**config.mk**
```make
export PLATFORM = sky130hd
export DESIGN_NAME = memory_2r1w_ctrl
export DESIGN_NICKNAME = d
export VERILOG_FILES = /design/src/rtl/pztb_pkg.sv /design/src/rtl/memory_ctrl_rsp_fifo.sv /design/src/rtl/memory_2r1w_ctrl.sv
export SDC_FILE = /design/constraint.sdc
export NUM_CORES = 1
export LEC_CHECK = 0
export CAP_MARGIN = 20
export CORE_ASPECT_RATIO = 1.1
export CORE_MARGIN = 4
export CORE_UTILIZATION = 44
export CTS_CLUSTER_SIZE = 8
export DETAILED_ROUTE_END_ITERATION = 7
export GPL_ROUTABILITY_DRIVEN = 0
export GPL_TIMING_DRIVEN = 0
export HOLD_SLACK_MARGIN = 0.1
export PLACE_DENSITY_LB_ADDON = 0.1
export SLEW_MARGIN = 40
export SYNTH_ARGS = -nofsm -noshare
export SYNTH_HDL_FRONTEND = slang
export SYNTH_SLANG_ARGS = --single-unit
```
**constraint.sdc**
```tcl
create_clock -name i_clk -period 2.8 [get_ports i_clk]
set_input_delay 0.42 -clock i_clk [delete_from_list [all_inputs] [get_ports i_clk]]
set_output_delay 0.42 -clock i_clk [all_outputs]
set_load 0.01 [all_outputs]
```
**src/rtl/pztb_pkg.sv**
```systemverilog
`default_nettype none
// ============================================================================
//  Package     : pztb_pkg
//  Description : Shared types and constants for the 2-read/1-write memory
//                controller (memory_2r1w_ctrl) and its response FIFO.
//  Contents    : pztb_mem_ctrl_state_e - controller state (INIT sweep / RUN)
//                RSP_DEPTH             - response buffer depth per read port
//  Revision    : 1.0  initial release
// ============================================================================
package pztb_pkg;

  typedef enum logic [0:0] {
    INIT = 1'b0,
    RUN  = 1'b1
  } pztb_mem_ctrl_state_e;

  localparam int RSP_DEPTH = 2;

endpackage
`default_nettype wire

```
**src/rtl/memory_ctrl_rsp_fifo.sv**
```systemverilog
`default_nettype none
// ============================================================================
//  Module      : memory_ctrl_rsp_fifo
//  Description : 2-entry valid/ready FIFO holding read responses for one
//                memory read port. The head word is held stable until popped.
//  Ports       : clk, rst_n             - clock, async active-low reset
//                in_valid/in_ready/in_data    - push side
//                out_valid/out_ready/out_data - pop side
//  Revision    : 1.0  initial release
// ============================================================================
module memory_ctrl_rsp_fifo
  import pztb_pkg::*;
#(
  parameter int DATAW = 32
) (
  input  logic             clk,
  input  logic             rst_n,
  input  logic             in_valid,
  output logic             in_ready,
  input  logic [DATAW-1:0] in_data,
  output logic             out_valid,
  input  logic             out_ready,
  output logic [DATAW-1:0] out_data
);

  logic [DATAW-1:0] mem [RSP_DEPTH];
  logic             wr_ptr;
  logic             rd_ptr;
  logic [1:0]       cnt;
  logic             push;
  logic             pop;

  assign in_ready  = (cnt != 2'd2);
  assign out_valid = (cnt != 2'd0);
  assign out_data  = mem[rd_ptr];
  assign push      = in_valid && in_ready;
  assign pop       = out_valid && out_ready;

  always_ff @(posedge clk or negedge rst_n) begin
    if (!rst_n) begin
      for (int i = 0; i < RSP_DEPTH; i++) mem[i] <= '0;
      wr_ptr <= 1'b0;
      rd_ptr <= 1'b0;
      cnt    <= 2'd0;
    end else begin
      if (push) begin
        mem[wr_ptr] <= in_data;
        wr_ptr      <= ~wr_ptr;
      end
      if (pop) rd_ptr <= ~rd_ptr;
      case ({push, pop})
        2'b10:   cnt <= cnt + 2'd1;
        2'b01:   cnt <= cnt - 2'd1;
        default: cnt <= cnt;
      endcase
    end
  end

endmodule
`default_nettype wire

```
**src/rtl/memory_2r1w_ctrl.sv**
```systemverilog
`default_nettype none
// ============================================================================
//  Module      : memory_2r1w_ctrl
//  Description : Controller for a 2-read/1-write synchronous memory (read
//                latency 1). After reset it clears every word, then serves
//                one write port (A) and two independent read ports (B, C),
//                each read port with a 2-deep in-order response buffer.
//  Ports       : i_clk, i_rst_n (async active-low), o_init_done
//                write request : i_wr_valid/o_wr_ready/i_wr_addr/data/mask
//                read B / C    : i_r?_valid/o_r?_ready/i_r?_addr,
//                                o_r?_rvalid/i_r?_rready/o_r?_rdata
//                memory side   : o_adra/o_da/o_wema/o_wea/o_mea,
//                                o_adrb/o_meb/i_qb, o_adrc/o_mec/i_qc
//  Config      : PZTB_MEM_CTRL_BYPASS_EN - a read colliding with a same-cycle
//                write is accepted and returns the merged write data;
//                otherwise the colliding read is stalled one cycle.
//  Revision    : 1.0  initial release
// ============================================================================
module memory_2r1w_ctrl
  import pztb_pkg::*;
#(
  parameter int DATAW = 32,
  parameter int WORDW = 1024,
  parameter int ADDRW = $clog2(WORDW)
) (
  input  logic             i_clk,
  input  logic             i_rst_n,
  output logic             o_init_done,
  input  logic             i_wr_valid,
  output logic             o_wr_ready,
  input  logic [ADDRW-1:0] i_wr_addr,
  input  logic [DATAW-1:0] i_wr_data,
  input  logic [DATAW-1:0] i_wr_mask,
  input  logic             i_rb_valid,
  output logic             o_rb_ready,
  input  logic [ADDRW-1:0] i_rb_addr,
  output logic             o_rb_rvalid,
  input  logic             i_rb_rready,
  output logic [DATAW-1:0] o_rb_rdata,
  input  logic             i_rc_valid,
  output logic             o_rc_ready,
  input  logic [ADDRW-1:0] i_rc_addr,
  output logic             o_rc_rvalid,
  input  logic             i_rc_rready,
  output logic [DATAW-1:0] o_rc_rdata,
  output logic [ADDRW-1:0] o_adra,
  output logic [DATAW-1:0] o_da,
  output logic [DATAW-1:0] o_wema,
  output logic             o_wea,
  output logic             o_mea,
  output logic [ADDRW-1:0] o_adrb,
  output logic             o_meb,
  output logic [ADDRW-1:0] o_adrc,
  output logic             o_mec,
  input  logic [DATAW-1:0] i_qb,
  input  logic [DATAW-1:0] i_qc
);

  pztb_mem_ctrl_state_e state, state_nxt;
  logic [ADDRW-1:0]     sweep_addr;
  logic                 sweep_armed;   // keeps enables low during reset itself
  logic                 sweep_last;
  logic                 sweep_we;
  logic                 run;
  logic                 wr_fire;

  assign sweep_last  = (sweep_addr == ADDRW'(WORDW - 1));
  assign o_init_done = run;
  assign o_wr_ready  = run;
  assign wr_fire     = i_wr_valid && run;

  always_ff @(posedge i_clk or negedge i_rst_n) begin
    if (!i_rst_n) begin
      state       <= INIT;
      sweep_addr  <= '0;
      sweep_armed <= 1'b0;
    end else begin
      state       <= state_nxt;
      sweep_armed <= 1'b1;
      if (sweep_we) sweep_addr <= sweep_addr + 1'b1;
    end
  end

  always_comb begin
    state_nxt = state;
    sweep_we  = 1'b0;
    run       = 1'b0;
    case (state)
      INIT: begin
        sweep_we = sweep_armed;
        if (sweep_armed && sweep_last) state_nxt = RUN;
      end
      RUN:     run = 1'b1;
      default: state_nxt = INIT;
    endcase
  end

  // Write port: clear sweep during INIT, request writes during RUN.
  always_comb begin
    o_mea  = 1'b0;
    o_wea  = 1'b0;
    o_adra = '0;
    o_da   = '0;
    o_wema = '0;
    if (sweep_we) begin
      o_mea  = 1'b1;
      o_wea  = 1'b1;
      o_adra = sweep_addr;
      o_wema = '1;
    end else if (wr_fire) begin
      o_mea  = 1'b1;
      o_wea  = 1'b1;
      o_adra = i_wr_addr;
      o_da   = i_wr_data;
      o_wema = i_wr_mask;
    end
  end

  // Read ports handled as index 0 = B, 1 = C.
  logic [1:0]       rd_valid, rd_ready, rd_fire, rsp_valid, rsp_ready;
  logic [ADDRW-1:0] rd_addr  [2];
  logic [DATAW-1:0] rd_q     [2];
  logic [DATAW-1:0] rsp_data [2];

  assign rd_valid   = {i_rc_valid, i_rb_valid};
  assign rsp_ready  = {i_rc_rready, i_rb_rready};
  assign rd_addr[0] = i_rb_addr;
  assign rd_addr[1] = i_rc_addr;
  assign rd_q[0]    = i_qb;
  assign rd_q[1]    = i_qc;
  assign rd_fire    = rd_valid & rd_ready;

  assign o_rb_ready  = rd_ready[0];
  assign o_rc_ready  = rd_ready[1];
  assign o_rb_rvalid = rsp_valid[0];
  assign o_rc_rvalid = rsp_valid[1];
  assign o_rb_rdata  = rsp_data[0];
  assign o_rc_rdata  = rsp_data[1];
  assign o_meb       = rd_fire[0];
  assign o_mec       = rd_fire[1];
  assign o_adrb      = rd_fire[0] ? i_rb_addr : '0;
  assign o_adrc      = rd_fire[1] ? i_rc_addr : '0;

`ifdef PZTB_MEM_CTRL_BYPASS_EN
  // Write data/mask of the previous cycle, merged into a colliding read's
  // memory output (the memory itself returns pre-write data).
  logic [DATAW-1:0] byp_data, byp_mask;
  always_ff @(posedge i_clk or negedge i_rst_n) begin
    if (!i_rst_n) begin
      byp_data <= '0;
      byp_mask <= '0;
    end else if (wr_fire) begin
      byp_data <= i_wr_data;
      byp_mask <= i_wr_mask;
    end
  end
`endif

  for (genvar p = 0; p < 2; p++) begin : g_rd_port
    logic             inflight;
    logic             collide;
    logic             stall;
    logic             pop;
    logic             fifo_in_ready;
    logic [1:0]       buf_cnt;
    logic [1:0]       occupancy;
    logic [DATAW-1:0] push_data;

    assign collide = i_wr_valid && (rd_addr[p] == i_wr_addr);
    assign pop     = rsp_valid[p] && rsp_ready[p];
    // Buffer fill level recovered from the FIFO handshake flags.
    assign buf_cnt   = !fifo_in_ready ? 2'd2 : {1'b0, rsp_valid[p]};
    assign occupancy = buf_cnt + {1'b0, inflight};
    // A same-cycle pop frees a slot, so a full buffer can still accept.
    assign rd_ready[p] = run && !stall && ((occupancy - {1'b0, pop}) < 2'd2);

    always_ff @(posedge i_clk or negedge i_rst_n) begin
      if (!i_rst_n) inflight <= 1'b0;
      else          inflight <= rd_fire[p];
    end

`ifdef PZTB_MEM_CTRL_BYPASS_EN
    logic byp_hit;
    always_ff @(posedge i_clk or negedge i_rst_n) begin
      if (!i_rst_n) byp_hit <= 1'b0;
      else          byp_hit <= rd_fire[p] && collide;
    end
    assign stall     = 1'b0;
    assign push_data = byp_hit ? ((byp_data & byp_mask) | (rd_q[p] & ~byp_mask))
                               : rd_q[p];
`else
    assign stall     = collide;
    assign push_data = rd_q[p];
`endif

    memory_ctrl_rsp_fifo #(
      .DATAW (DATAW)
    ) u_rsp_fifo (
      .clk       (i_clk),
      .rst_n     (i_rst_n),
      .in_valid  (inflight),
      .in_ready  (fifo_in_ready),
      .in_data   (push_data),
      .out_valid (rsp_valid[p]),
      .out_ready (rsp_ready[p]),
      .out_data  (rsp_data[p])
    );
  end

endmodule
`default_nettype wire

```
==> results.cfg <==
[outcome]
status = finished, final reports clean

[flow_run]
drv_cap = 0

[power]
power_density_nw_per_um2 = 598
leakagePower_nw = 5.96
ir_drop_mv = 0.335

[synthesis]
synth.avg_cell_area_um2 = 13.5
ys_types = 35
yosysSeqAreaShare = 0.461
synth-seq-cells = 150
yosysWarnings = 0
netlist_area_um2 = 8130
synth_fp_nets = 773
netlist.area_leader.share = 0.461
syn_inst = 603
synth_area_leaders = dfrtp_1 46%, mux2_4 17%, mux2_2 13%
yosys.area.top_type = dfrtp_1

[global_routing]
grt_pass1_vias = 6965
overflow = 0
grt_start_max_net_pins = 76
grt_pass1_wl_um = 39600
antenna_found_initial = 5
grt_usage = 0.252

[finish]
fin_util = 0.696
drive_gt1_frac = 0.316
nFillCells = 1314
final_cell_mix = 306 x clkdlybuf4s50_1, 150 x dfrtp_1, 92 x mux2_2
nNetsFinal = 1135
final_area_um2 = 12500
syn2layout_area_growth_pct = 53.5
final_common_cell = clkdlybuf4s50_1

[cts]
cts_max_path_buffers = 2
htree_levels = 4
clock-sinks = 150
cts_made_buffers = 17
clkSlewWorstSetupHoldPaths_ns = 0.06
clk-insertion-delay-late_ns = 0.42
root_buffer = clkbuf_16
tritoncts = done

[routing]
drc = 0
vias = 6317
dr.pass1.iters = 4
viasPerCell = 5.17
wl_um = 26000
drt-initial-drc-count = 281
ant_nets = 0
wl_per_cell_um = 21.3

[timing]
finalHoldViolCount = 0
clock_skew_ns = 0.0104
maxSlewViolCount = 0
finalSetupTns_ns = 0
slew_headroom = 0.664
fin_crit_sh = 0.990
fin_crit_ns = 2.77
max_freq_mhz = 361
tightest_slew_ns = 0.504
setup_violations = 0
rsz0062_at_grt = yes

[setup_path]
start_kind = flop
arrival_ns = 2.35
worstSetupPathType = reg -> out
crit_required_ns = 2.38
crit_path_end_kind = primary output
path_max_fanout = 5

[placement]
dp_hpwl_um = 20200
placed_area_um2 = 11800
port_buffers = 332

[worst_hold_path]
hp-class = in -> async

[floorplanning]
num_rows = 51
die_h_um = 151
die_w_um = 138
core_um2 = 17900
io_pins = 333
fp.dieArea_um2 = 20700
start_util = 0.454
## stage by stage
step / worst slack, ns / total power [mW] / hold slack (ns) / cells
final: 0.0279 / 7.46 / 0.426 / 1221
after global routing: -0.105 / 7.80 / 0.420 / 1221
after CTS: -0.0299 / 7.51 / 0.416 / 1216
after detailed placement: -0.507 / 4.99 / 0.268 / 1175
after global placement: -4.43 / 4.93 / 0.465 / 1173
after floorplan: 0.283 / 3.74 / 0.124 / 603
## where the power goes
part	switching (mW)	internal, mW
logic	1.13	1.62
clock network	0.922	1.35
registers	0.127	2.31
## per-layer routing
layer / part of all wire / vias to the layer above / GRT usage / wire, um
li1: - / 2885 / - / -
met1: 0.36 / 3134 / 0.268 / 9280
met2: 0.53 / 248 / 0.448 / 13900
met3: 0.072 / 50 / 0.0826 / 1890
met4: 0.036 / 0 / 0.113 / 947
met5: 0 / - / 0 / 0
## cells by family (layout without fill, tap and decap cells)
logic type                 Yosys count  after routing  synth area share
DFF                                150            150             0.461
and+or+nand+nor                    121            121            0.0923
adders and majority gates            5              5           0.00769
AOI/OAI and AO/OA                   42             42            0.0405
buffers and inverters               50            425            0.0414
xor gates and xnor gates            41             41            0.0475
muxes                              193            193             0.309
other                                1              6          0.000461
## cell usage after synthesis, drive strengths merged
cell type,n
mux2,193
conb,1
a22o,9
nor2,26
nand2b,4
or2,3
dfrtp,150
nand3,5
a21o,32
nor3,3
and3,35
inv,2
and2,3
buf,31
xor2,6
xnor3,2
clkbuf,17
a41o,1
nand3b,1
nand4,29
nor3b,2
nor2b,1
xnor2,33
ha,5
nand2,9
## state kept, by name (all words and copies together), names as in the netlist
signal and cells:
g_rd_port.u_rsp_fifo.mem 128, state 1, g_rd_port.u_rsp_fifo.rd_ptr 2, g_rd_port.u_rsp_fifo.cnt 4
sweep_addr 10, g_rd_port.u_rsp_fifo.wr_ptr 2, g_rd_port.inflight 2, sweep_armed 1
## path summary, 6_finish.rpt
path / slack [ns] / endpoint / from / depth (start not counted)
worst max-delay path: 0.03 / o_adrc[9] / g_rd_port[1].u_rsp_fifo.cnt[0] / 9
worst min-delay path: 0.43 / g_rd_port[1].u_rsp_fifo.mem[11] / i_rst_n / 2
worst max register to register: 0.92 / g_rd_port[0].inflight / g_rd_port[0].u_rsp_fifo.cnt[1] / 8
worst min register to register: 0.48 / g_rd_port[1].u_rsp_fifo.mem[41] / g_rd_port[1].u_rsp_fifo.mem[41] / 1
max in group asynchronous: 1.43 / g_rd_port[0].inflight / i_rst_n / 4
min in group i_clk: 0.48 / g_rd_port[1].u_rsp_fifo.mem[41] / g_rd_port[1].u_rsp_fifo.mem[41] / 1
## what timing repair did
action / CTS / global route
hold endpoints to repair: 22 / 0
setup endpoints to repair: 83 / 54
hold buffers: 1 / 0
gates cloned: 2 / 0
resized for setup: 114 / 20
setup buffers: 6 / 1
pin swaps: 26 / 17
## cell type report
cell class                 count  area, um2  area share
multi-input combinational    403       4120       0.330
clock inverter                13        146      0.0117
antenna                        5       12.5     0.00100
buffer                        47        345      0.0277
tap                          238        298      0.0239
sequential                   150       3750       0.301
inverter                       2       7.51    0.000601
clock buffer                  19        443      0.0355
timing repair buffer         344       3360       0.269
## worst max-delay path, cell delays in order (launching register included)
cell,delay (ns)
dfrtp_1,0.37
or2_4,0.24
and2_4,0.15
ha_4,0.21
nand2b_4,0.13
xnor3_2,0.28
buf_6,0.14
nand4_1,0.12
nor2_1,0.13
buf_4,0.15
Note: power is estimated with default switching activity, not from simulation.
